**src/rtl/sysref_gen.sv**
```systemverilog
// SYSREF pulse-train generator: CSR-configured period/high width, continuous and burst modes.
// Optional macro SYSREF_GEN_TRIGGER_EN adds mode 3 (triggered burst) and the ARMED state.
//
//   state | meaning
//   IDLE  | no pulse train, waiting for a command write
//   ARMED | triggered-burst mode, waiting for trigger (only with SYSREF_GEN_TRIGGER_EN)
//   HIGH  | phase 0..H-1 of a period, sysrefOut high
//   LOW   | phase H..P-1 of a period, sysrefOut low
module sysref_gen #(
    parameter int    COUNTER_WIDTH = 8,
    parameter string DEBUG         = "false"
) (
    input  logic        clk,
    input  logic        reset,
    input  logic        csrStrobe,
    input  logic [31:0] GPIO_OUT,
    input  logic        trigger,
    output logic [31:0] statusReg,
    output logic        sysrefOut,
    output logic        sysrefActive
);
    localparam int            CW       = COUNTER_WIDTH;
    localparam logic [CW-1:0] ONE      = CW'(1);
    localparam logic [CW-1:0] TWO      = CW'(2);
    localparam logic [CW-1:0] RST_PER  = CW'(16);
    localparam logic [CW-1:0] RST_HIGH = CW'(8);

    typedef enum logic [1:0] {S_IDLE, S_ARMED, S_HIGH, S_LOW} state_t;

    (* mark_debug = DEBUG *) state_t        state_q;
    state_t                                 state_d;
    (* mark_debug = DEBUG *) logic [CW-1:0] phase_q;
    (* mark_debug = DEBUG *) logic          sysref_q;
    (* mark_debug = DEBUG *) logic          active_q;
    logic                                   sysref_d, active_d;
    logic [CW-1:0] per_q, high_q, pend_per_q, pend_high_q;
    logic [1:0]    mode_q, pend_mode_q;
    logic [3:0]    pend_burst_q, rem_q;
    logic [15:0]   total_q;
    logic          new_cmd_q;

    logic          cfg_wr, cmd_wr, eff_new, period_end;
    logic [1:0]    cmd_mode, eff_mode;
    logic [3:0]    eff_burst;
    logic [CW-1:0] raw_per, raw_high, cfg_per, cfg_high, eff_per, eff_high;
    logic          launch, pulse_start, burst_load, rem_dec;

    // A write in the same cycle as a period boundary already counts for the next period.
    always_comb begin
        cfg_wr   = csrStrobe & GPIO_OUT[31];
        cmd_wr   = csrStrobe & ~GPIO_OUT[31];
`ifdef SYSREF_GEN_TRIGGER_EN
        cmd_mode = GPIO_OUT[29:28];
`else
        cmd_mode = (GPIO_OUT[29:28] == 2'd3) ? 2'd0 : GPIO_OUT[29:28];
`endif
        raw_per  = GPIO_OUT[0 +: CW];
        raw_high = GPIO_OUT[16 +: CW];
        cfg_per  = (raw_per < TWO) ? TWO : raw_per;
        if (raw_high == '0)            cfg_high = ONE;
        else if (raw_high >= cfg_per)  cfg_high = cfg_per - ONE;
        else                           cfg_high = raw_high;
        eff_per    = cfg_wr ? cfg_per  : pend_per_q;
        eff_high   = cfg_wr ? cfg_high : pend_high_q;
        eff_mode   = cmd_wr ? cmd_mode : pend_mode_q;
        eff_burst  = cmd_wr ? GPIO_OUT[27:24] : pend_burst_q;
        eff_new    = cmd_wr | new_cmd_q;
        period_end = (phase_q == per_q - ONE);
    end

    always_comb begin
        state_d     = state_q;
        launch      = 1'b0;
        pulse_start = 1'b0;
        burst_load  = 1'b0;
        rem_dec     = 1'b0;
        case (state_q)
            S_IDLE: launch = cmd_wr;
`ifdef SYSREF_GEN_TRIGGER_EN
            S_ARMED: begin
                if (cmd_wr) begin
                    launch = 1'b1;
                end else if (trigger && !csrStrobe) begin
                    state_d     = S_HIGH;
                    pulse_start = 1'b1;
                    burst_load  = 1'b1;
                end
            end
`endif
            S_HIGH, S_LOW: begin
                if (period_end) begin
                    if (eff_new) begin
                        launch = 1'b1;
                    end else if (mode_q == 2'd1) begin
                        state_d     = S_HIGH;
                        pulse_start = 1'b1;
                    end else if (rem_q != 4'd0) begin
                        state_d     = S_HIGH;
                        pulse_start = 1'b1;
                        rem_dec     = 1'b1;
`ifdef SYSREF_GEN_TRIGGER_EN
                    end else if (mode_q == 2'd3) begin
                        state_d = S_ARMED;
`endif
                    end else begin
                        state_d = S_IDLE;
                    end
                end else begin
                    state_d = (phase_q + ONE < high_q) ? S_HIGH : S_LOW;
                end
            end
            default: state_d = S_IDLE;
        endcase
        if (launch) begin
            case (eff_mode)
                2'd1: begin
                    state_d     = S_HIGH;
                    pulse_start = 1'b1;
                end
                2'd2: begin
                    state_d     = S_HIGH;
                    pulse_start = 1'b1;
                    burst_load  = 1'b1;
                end
`ifdef SYSREF_GEN_TRIGGER_EN
                2'd3: state_d = S_ARMED;
`endif
                default: state_d = S_IDLE;
            endcase
        end
    end

    always_comb begin
        sysref_d = (state_d == S_HIGH);
        active_d = (state_d != S_IDLE);
    end

    always_ff @(posedge clk) begin
        if (reset) begin
            state_q  <= S_IDLE;
            sysref_q <= 1'b0;
            active_q <= 1'b0;
        end else begin
            state_q  <= state_d;
            sysref_q <= sysref_d;
            active_q <= active_d;
        end
    end

    always_ff @(posedge clk) begin
        if (reset) begin
            phase_q      <= '0;
            per_q        <= RST_PER;
            high_q       <= RST_HIGH;
            pend_per_q   <= RST_PER;
            pend_high_q  <= RST_HIGH;
            mode_q       <= 2'd0;
            pend_mode_q  <= 2'd0;
            pend_burst_q <= 4'd0;
            rem_q        <= 4'd0;
            total_q      <= 16'd0;
            new_cmd_q    <= 1'b0;
        end else begin
            if (cfg_wr) begin
                pend_per_q  <= cfg_per;
                pend_high_q <= cfg_high;
            end
            if (cmd_wr) begin
                pend_mode_q  <= cmd_mode;
                pend_burst_q <= GPIO_OUT[27:24];
            end
            new_cmd_q <= launch ? 1'b0 : (new_cmd_q | cmd_wr);
            if (launch) mode_q <= eff_mode;
            // Burst count 0 encodes 16; the first pulse starts on the load edge, hence the -1.
            if (burst_load)   rem_q <= eff_burst - 4'd1;
            else if (launch)  rem_q <= 4'd0;
            else if (rem_dec) rem_q <= rem_q - 4'd1;
            if (pulse_start) begin
                phase_q <= '0;
                per_q   <= eff_per;
                high_q  <= eff_high;
                total_q <= total_q + 16'd1;
            end else if (state_q == S_HIGH || state_q == S_LOW) begin
                phase_q <= phase_q + ONE;
            end
        end
    end

    assign sysrefOut    = sysref_q;
    assign sysrefActive = active_q;
    assign statusReg    = {active_q, 1'b0, mode_q, rem_q, 8'h00, total_q};

    logic unused_ok;
`ifdef SYSREF_GEN_TRIGGER_EN
    assign unused_ok = ^GPIO_OUT;
`else
    assign unused_ok = ^{GPIO_OUT, trigger};
`endif
endmodule
```
**config.mk**
```make
export PLATFORM = sky130hd
export DESIGN_NAME = sysref_gen
export DESIGN_NICKNAME = d
export VERILOG_FILES = /design/src/rtl/sysref_gen.sv
export SDC_FILE = /design/constraint.sdc
export NUM_CORES = 1
export LEC_CHECK = 0
export ABC_AREA = 1
export CAP_MARGIN = 20
export CORE_MARGIN = 2
export CORE_UTILIZATION = 29
export CTS_CLUSTER_DIAMETER = 120
export DETAILED_ROUTE_END_ITERATION = 8
export GPL_ROUTABILITY_DRIVEN = 0
export PLACE_DENSITY = 0.55
export SETUP_SLACK_MARGIN = 0.02
export SLEW_MARGIN = 0
export SYNTH_ARGS = -nofsm -noshare
export SYNTH_HDL_FRONTEND = slang
export SYNTH_SLANG_ARGS = --single-unit
```
**constraint.sdc**
```tcl
create_clock -name clk -period 3.2 [get_ports clk]
set_clock_uncertainty 0.2 [all_clocks]
set_input_delay 0.32 -clock clk [delete_from_list [all_inputs] [get_ports clk]]
set_output_delay 0.32 -clock clk [all_outputs]
set_load 0.1 [all_outputs]
```
==> results of run 1 <==
-- how the worst max path moves through the flow --
stage / startpoint / end / slack [ns] / cells after the start
final: GPIO_OUT[5] / high_q[0] / 0.37 / 17
after global routing: GPIO_OUT[5] / high_q[0] / 0.07 / 17
after CTS: GPIO_OUT[5] / high_q[0] / 0.39 / 17
after detailed placement: GPIO_OUT[5] / high_q[0] / 0.04 / 17
after global placement: GPIO_OUT[5] / high_q[5] / 0.11 / 17
after floorplan: rem_q[0] / total_q[0] / 0.52 / 13
-- through the flow --
step | util [%] | hold WS [ns] | total power [mW] | std cells | instance area (um2)
5_1_grt | 36.4 | 0.302 | 2.60 | 904 | 5340
3_5_place_dp | 34.2 | 0.266 | 1.40 | 888 | 5010
2_1_floorplan | - | 0.211 | 1.30 | 667 | 4410
3_3_place_gp | 34.2 | 0.264 | 1.39 | 888 | 5010
4_1_cts | 36.4 | 0.281 | 2.51 | 904 | 5340
6_report | 36.4 | 0.274 | 2.49 | 904 | 5340
-- cell usage after synthesis, drive strengths merged (11+ instances only) --
| cell | instances | area [um2] |
|---|---|---|
| dfxtp | 73 | 1460 |
| buf | 18 | 131 |
| inv | 113 | 427 |
| a21oi | 32 | 160 |
| xnor2 | 11 | 96.3 |
| nand2 | 169 | 647 |
| o21ai | 20 | 100 |
| ha | 23 | 288 |
| nand3 | 56 | 298 |
| xor2 | 22 | 193 |
| nor3 | 14 | 70.1 |
| nor2 | 70 | 273 |
| nand4 | 13 | 81.3 |
-- critical path: stages --
cell and delay, ns:
clkdlybuf4s50_1 0.48, nor2_1 0.17, nand3_1 0.11, nor2_1 0.22, nor2_1 0.11, ha_1 0.30
a21oi_1 0.14, o21ai_0 0.08, nand2_1 0.08, nand3_1 0.27, o21bai_1 0.26, nand2_1 0.07
nand2_1 0.06, nand2_1 0.07, nand2_1 0.08, nand2_1 0.06, inv_1 0.04
-- cell families (layout without fill, tap and decap cells) --
| logic type | Yosys count | count (layout) | synth area share [%] |
|---|---|---|---|
| multiplexers | 1 | 1 | 0.229 |
| other | 1 | 9 | 0.0856 |
| AND/OR/NAND/NOR | 329 | 329 | 32.3 |
| XOR/XNOR | 33 | 33 | 6.60 |
| flip-flops | 73 | 73 | 33.4 |
| adder cells (fa/ha/maj) | 23 | 23 | 6.57 |
| buffers and inverters | 137 | 190 | 13.3 |
| AO/OA/AOI/OAI | 62 | 62 | 7.63 |
-- final cells by class --
cell class | instances | area [um2] | share of cell area (%)
multi-input cells | 457 | 2370 | 44.4
clock inverters | 7 | 101 | 1.90
well taps | 184 | 230 | 4.32
inverters | 114 | 430 | 8.07
clock buffers | 9 | 225 | 4.22
flip-flops and latches | 73 | 1460 | 27.4
repair buffers | 60 | 518 | 9.71
-- flip-flops by register name, indices dropped and copies added (netlist names) --
register      count
state_q           2
rem_q             4
phase_q           8
high_q            8
pend_per_q        8
sysrefOut         1
mode_q            2
pend_mode_q       2
pend_high_q       8
pend_burst_q      4
new_cmd_q         1
sysrefActive      1
per_q             8
total_q          16
-- metal layers --
metal | track usage [%] | up-vias | share of wire [%]
li1 | - | 2163 | -
met1 | 18.7 | 1762 | 51
met2 | 21.1 | 70 | 43
met3 | 1.60 | 17 | 2.9
met4 | 6.66 | 0 | 2.7
met5 | 0 | - | 0
-- power groups by stage --
stage / Sequential (mW) / Clock, mW / Combinational (mW)
floorplan: 1.03 / 0 / 0.271
global placement: 0.985 / 0 / 0.409
detailed placement: 0.985 / 0 / 0.410
CTS: 0.965 / 1.14 / 0.412
global route: 0.969 / 1.18 / 0.460
finish: 0.965 / 1.11 / 0.408
==> flow_summary.json, run 1 <==
{
  "r2r_end": "per_q[1]",
  "die_y_um": 127,
  "ys_ff_latch": 73,
  "post_cts_buffers": 0,
  "internal_power_mw": 1.76,
  "slew_headroom_pct": 35.5,
  "worstSkewPairLatency_ns": 0.34,
  "drt_first_pass_iters": 4,
  "grtUsageTotal_pct": 13.6,
  "grt_max_degree": 30,
  "start_util_pct": 29.9,
  "status": "complete, no violations",
  "r2r_cells": 16,
  "hold_depth": 2,
  "p_leak_nw": 2.70,
  "rsz0062_at_grt": "false",
  "power_frac_clock_pct": 44.8,
  "cp-end-kind": "flip-flop",
  "overflow": 0,
  "maxSlewViolCount": 0,
  "drive_gt1_share_pct": 8.75,
  "synth.cell_area_mm2": 0.00438,
  "switching_share_pct": 29.1,
  "wirelength_um": 10300,
  "holdCritStartpoint": "high_q[3]",
  "seqPwrFrac_pct": 38.8,
  "io_buffer_count": 50,
  "syn_inst": 659,
  "grt_pass1_vias": 3863,
  "cts_hold_buf": 0,
  "ys_types": 38,
  "syn_avg_cell_area_um2": 6.65,
  "fp.dieW_um": 127,
  "cts_root_buf": "clkbuf_16",
  "fmax_mhz": 354,
  "hpwl_um": 7830,
  "setup_viol": 0,
  "grt_pass1_wl_um": 17800,
  "fin_nets": 774,
  "cts_resized": 0,
  "period_share_pct": 88.4,
  "totalNegativeSetupSlack_ns": 0,
  "holdPathEnd": "high_q[3]",
  "synth_edf_count": 0,
  "viasPerCell": 4.44,
  "antenna_found_initial": 0,
  "power.switching_uw": 724,
  "fillCellCount": 1633,
  "holdCritPathClass": "reg2reg",
  "rrSetupSlack_ns": 0.54,
  "rows": 44,
  "die_area_mm2": 0.0161,
  "clk_pin_slew_worst_paths_ns": 0.06,
  "vias": 4012,
  "crit_required_ns": 3.28,
  "power_frac_comb_pct": 16.4,
  "io_pins": 70,
  "async_reset_ff_share_pct": 0,
  "worstSetupStartpointType": "input pin",
  "insertedDiodeCount": 0,
  "cts_sinks": 73,
  "worstSetupPathType": "in2reg",
  "cts_buffer_depth": 2,
  "ys_warn_count": 0,
  "drv_cap": 0,
  "syn_to_final_growth_pct": 21.8,
  "wl_per_cell_um": 11.4,
  "fin_ws_ns": 0.372,
  "r2r_start": "per_q[0]",
  "power-per-cell-area_mw_per_mm2": 466,
  "final_common_cell": "nand2_1",
  "cts-htree-levels": 3,
  "ir_worst_vdd_mv": 0.219,
  "preCtsSetupSlack_ns": 0.0377,
  "ys_seq_area_share_pct": 33.4,
  "coreArea_mm2": 0.0146,
  "worstMarginPinSlew_ns": 0.964,
  "cts_tree": "built",
  "remaining_drc_errors": 0,
  "cts_made_buffers": 9,
  "critical_path_arrival_ns": 2.91,
  "path_max_fanout": 10,
  "hold_viol": 0,
  "fin_crit_ns": 2.83,
  "ant_nets": 0,
  "layout_common_cells": "nand2_1, inv_1, dfxtp_1",
  "synth-main-ff-cell": "dfxtp_1",
  "drt_first_iter_violations": 200
}
No activity file was read; power rests on OpenSTA's default activity.
==> run 2: changes to the inputs <==
- SKIP_CTS_REPAIR_TIMING: default -> 1
- clock period: 3.2 -> 3.4 ns (I/O delays scaled with it)
==> run 2 against run 1 <==
  * Core utilization up 0.60 points
  * Sequential cell count unchanged
  * Worst setup slack better by 0.18 ns
  * Non-clock buffer count down 1
==> flow_summary.json, run 2 (synthesis results as in run 1) <==
{
  "instances_no_fill": 903,
  "grt_pass1_vias": 3743,
  "period_share_pct": 83.7,
  "dp_cells": 887,
  "rsz0062_at_grt": "false",
  "cts_buffer_depth": 2,
  "place_area_mm2": 0.00506,
  "coreArea_mm2": 0.0146,
  "crit_required_ns": 3.48,
  "cpPeakStageDelay_ns": 0.47,
  "hold_viol": 0,
  "fin_crit_ns": 2.85,
  "vias": 4007,
  "layout_common_cells": "nand2_1, inv_1, dfxtp_1",
  "power_frac_clock_pct": 47.3,
  "path_delay_family": "simple AND/OR/NAND/NOR gates",
  "io_pins": 70,
  "top_register": "total_q",
  "status": "complete, no violations",
  "power-per-cell-area_mw_per_mm2": 453,
  "ant_nets": 0,
  "cts_tree": "built",
  "largest_register_ff_count": 16,
  "internal_power_mw": 1.80,
  "die_y_um": 127,
  "fin_ws_ns": 0.554,
  "cp_slowest_cell": "clkdlybuf4s50_1",
  "cpMostUsedCell": "nand2_1",
  "die_area_mm2": 0.0161,
  "hpwl_um": 7730,
  "worstSetupPathType": "in2reg",
  "cts_sinks": 73,
  "final_util_pct": 37.0,
  "drt_first_pass_iters": 4,
  "wirelength_um": 10200,
  "start_util_pct": 29.9,
  "path_max_fanout": 10,
  "insertedDiodeCount": 0,
  "remaining_drc_errors": 0,
  "cts_made_buffers": 9,
  "seqPwrFrac_pct": 37.0,
  "power.switching_uw": 650,
  "preCtsSetupSlack_ns": 0.228,
  "path_buf_inv": 2,
  "crit_chain": "clkdlybuf4s50_1 > nor2_1 > nand3_1 > nor2_1 > nor2_1 > ha_1 > a21oi_1 > o21ai_0 > nand2_1 > nand3_1 > o21bai_1 > nand2_1 > nand2_1 > nand2_1 > nand2_1 > nand2_1 > inv_1",
  "worstSetupStartpointType": "input pin",
  "design_area_mm2": 0.00542,
  "drt_first_iter_violations": 146,
  "wl_per_cell_um": 11.2,
  "cts_root_buf": "clkbuf_16",
  "ir_worst_vdd_mv": 0.196,
  "critical_path_arrival_ns": 2.92,
  "cp_num_cells": 17,
  "power_frac_comb_pct": 15.7,
  "p_leak_nw": 2.68,
  "fin_nets": 773,
  "overflow": 0,
  "viasPerCell": 4.44,
  "whs_ns": 0.283,
  "switching_share_pct": 26.5,
  "maxSlewViolCount": 0,
  "holdCritPathClass": "reg2reg",
  "grtUsageTotal_pct": 13.3,
  "r2r_cells": 13,
  "worstSkewPairLatency_ns": 0.33,
  "antenna_found_initial": 0,
  "grt_max_degree": 30,
  "cp-end-kind": "flip-flop",
  "fin_total_pwr_mw": 2.45,
  "hold_depth": 2,
  "grt_pass1_wl_um": 17600,
  "syn_to_final_growth_pct": 23.8,
  "worstMarginPinSlew_ns": 0.978,
  "final_common_cell": "nand2_1",
  "cts-htree-levels": 3,
  "io_buffer_count": 50,
  "drive_gt1_share_pct": 5.56,
  "clk_pin_slew_worst_paths_ns": 0.06,
  "fillCellCount": 1579,
  "rows": 44,
  "totalNegativeSetupSlack_ns": 0,
  "slew_headroom_pct": 34.6,
  "fmax_mhz": 351,
  "setup_viol": 0,
  "fp.dieW_um": 127,
  "drv_cap": 0
}
[run 2: worst paths after layout]
check                        to     startpoint  slack, ns
setup reg to reg       per_q[1]       per_q[0]       0.72
hold / removal    pend_per_q[4]  pend_per_q[4]       0.28
hold reg to reg   pend_per_q[4]  pend_per_q[4]       0.28
setup / recovery      high_q[0]    GPIO_OUT[5]       0.55
[run 2: layout make-up]
cell class | instances | area [um2] | share of cell area (%)
clock inverters | 7 | 141 | 2.61
repair buffers | 59 | 566 | 10.4
clock buffers | 9 | 225 | 4.15
flip-flops and latches | 73 | 1460 | 26.9
well taps | 184 | 230 | 4.25
multi-input cells | 457 | 2370 | 43.7
inverters | 114 | 430 | 7.94
[run 2: worst reg2reg max path, cell delays in order, from the launching register on]
cell and delay (ns):
dfxtp_1 0.41, inv_2 0.08, ha_1 0.31, xnor2_1 0.13
nor2_1 0.11, nand3_1 0.09, nor2_2 0.17, nand2_1 0.12
nor2_2 0.10, nand2_2 0.18, nand3_2 0.44, nand2_1 0.13
nand2_1 0.09, inv_1 0.04
[run 2: per-layer routing]
metal | routed length (um) | vias up | global-route usage [%] | share of wire, %
met3 | 306 | 11 | 1.81 | 3.0
li1 | - | 2167 | - | -
met1 | 5090 | 1772 | 18.1 | 50
met4 | 185 | 0 | 5.56 | 1.8
met2 | 4580 | 57 | 21.0 | 45
met5 | 0 | - | 0 | 0
[run 2: power by group through the flow]
stage	combinational (mW)	sequential [mW]	clock (mW)
after global routing	0.435	0.912	1.23
after detailed placement	0.386	0.927	0
after floorplan	0.255	0.966	0
after global placement	0.385	0.927	0
final	0.385	0.908	1.16
after CTS	0.389	0.908	1.19
==> run 3: changes to the inputs <==
- clock period: 3.4 -> 2.72 ns (I/O delays scaled with it)
==> run 3 against run 2 <==
  * Highest routed layer unchanged
  * Die area did not move
  * Critical endpoint unchanged
  * Sequential share of layout area fell by 0.55 points
  * Hold slack worse by 0.016 ns
==> flow_summary.json, run 3 (synthesis results as in run 1) <==
{
  "cts_made_buffers": 9,
  "critical_path_arrival_ns": 2.55,
  "drv_cap": 0,
  "power-per-cell-area_mw_per_mm2": 548,
  "dp_cells": 909,
  "io_pins": 70,
  "status": "complete, no violations",
  "cts_sinks": 73,
  "wirelength_um": 10300,
  "cts_buffer_depth": 2,
  "place_area_mm2": 0.00519,
  "multi_input_area_mm2": 0.00237,
  "cts_root_buf": "clkbuf_16",
  "design_area_mm2": 0.00554,
  "fmax_mhz": 406,
  "grt_pass1_wl_um": 17900,
  "syn_to_final_growth_pct": 26.4,
  "fp.dieW_um": 127,
  "drt_first_iter_violations": 166,
  "fin_crit_ns": 2.46,
  "vias": 4085,
  "holdCritPathClass": "reg2reg",
  "grtUsageTotal_pct": 13.5,
  "ant_nets": 0,
  "worstMarginPinSlew_ns": 0.510,
  "worstSetupStartpointType": "input pin",
  "instances_no_fill": 925,
  "rsz0062_at_grt": "false",
  "final_common_cell": "nand2_1",
  "grt_max_degree": 30,
  "cp-end-kind": "flip-flop",
  "drt_first_pass_iters": 4,
  "drive_gt1_share_pct": 11.9,
  "clk_pin_slew_worst_paths_ns": 0.06,
  "remaining_drc_errors": 0,
  "period_share_pct": 90.6,
  "grt_pass1_vias": 3890,
  "register_area_mm2": 0.00146,
  "insertedDiodeCount": 0,
  "viasPerCell": 4.42,
  "worstSetupPathType": "in2reg",
  "rows": 44,
  "top_register": "total_q",
  "cts-htree-levels": 3,
  "hold_viol": 0,
  "maxSlewViolCount": 0,
  "largest_register_ff_count": 16,
  "cts_tree": "built",
  "fillCellCount": 1593,
  "start_util_pct": 29.9,
  "die_y_um": 127,
  "antenna_found_initial": 0,
  "wl_per_cell_um": 11.1,
  "hpwl_um": 7940,
  "ir_worst_vdd_mv": 0.269,
  "layout_common_cells": "nand2_1, inv_1, dfxtp_1",
  "overflow": 0,
  "io_buffer_count": 50,
  "coreArea_mm2": 0.0146,
  "worstSkewPairLatency_ns": 0.33,
  "p_leak_nw": 2.83,
  "fin_nets": 795,
  "setup_viol": 0,
  "slew_headroom_pct": 65.7,
  "die_area_mm2": 0.0161,
  "crit_required_ns": 2.80,
  "path_max_fanout": 10
}
==> run 3: power breakdown <==
group	internal, mW	switching [mW]	leakage (nW)	total (mW)
clock	0.916	0.471	0.172	1.39
sequential	1.11	0.0231	0.593	1.13
combinational	0.177	0.333	2.07	0.510
==> run 3: metrics by stage <==
stage / setup TNS (ns) / setup WS [ns] / total power, mW / utilization [%] / hold slack, ns
finish: 0 / 0.256 / 3.03 / 37.8 / 0.267
global route: 0 / 0.00959 / 3.16 / 37.8 / 0.301
CTS: 0 / 0.202 / 3.05 / 37.8 / 0.270
detailed placement: -0.930 / -0.134 / 1.67 / 35.4 / 0.258
global placement: -0.428 / -0.0853 / 1.67 / 35.4 / 0.259
floorplan: 0 / 0.0419 / 1.53 / - / 0.163
==> run 3: final cells by class <==
type	count	share of cell area, %
Sequential cell	73	26.4
Tap cell	184	4.16
Clock buffer	10	4.32
Clock inverter	6	1.90
Timing Repair Buffer	81	12.6
Inverter	114	7.78
Multi-Input combinational cell	457	42.9
==> run 3: worst max-delay path, cell delays in order <==
cell,delay (ns)
clkdlybuf4s50_1,0.44
nor2_2,0.14
nand3_1,0.11
nor2_2,0.15
nor2_1,0.10
ha_1,0.30
a21oi_1,0.14
o21ai_0,0.09
nand2_1,0.08
nand3_1,0.07
buf_4,0.17
o21bai_1,0.16
nand2_1,0.07
nand2_1,0.06
nand2_1,0.06
nand2_1,0.07
nand2_1,0.04
inv_1,0.04
==> run 3: worst paths after layout <==
kind	startpoint	slack [ns]	end	depth (start not counted)
max	GPIO_OUT[5]	0.26	high_q[0]	18
min	high_q[3]	0.27	high_q[3]	2
max reg2reg	per_q[0]	0.28	high_q[4]	14
min reg2reg	high_q[3]	0.27	high_q[3]	2
==> run 3: metal layers <==
metal	track usage, %	vias up	wire (um)
li1	-	2207	-
met1	18.3	1802	5320
met2	21.3	59	4450
met3	1.90	17	284
met4	5.95	0	258
met5	0	-	0
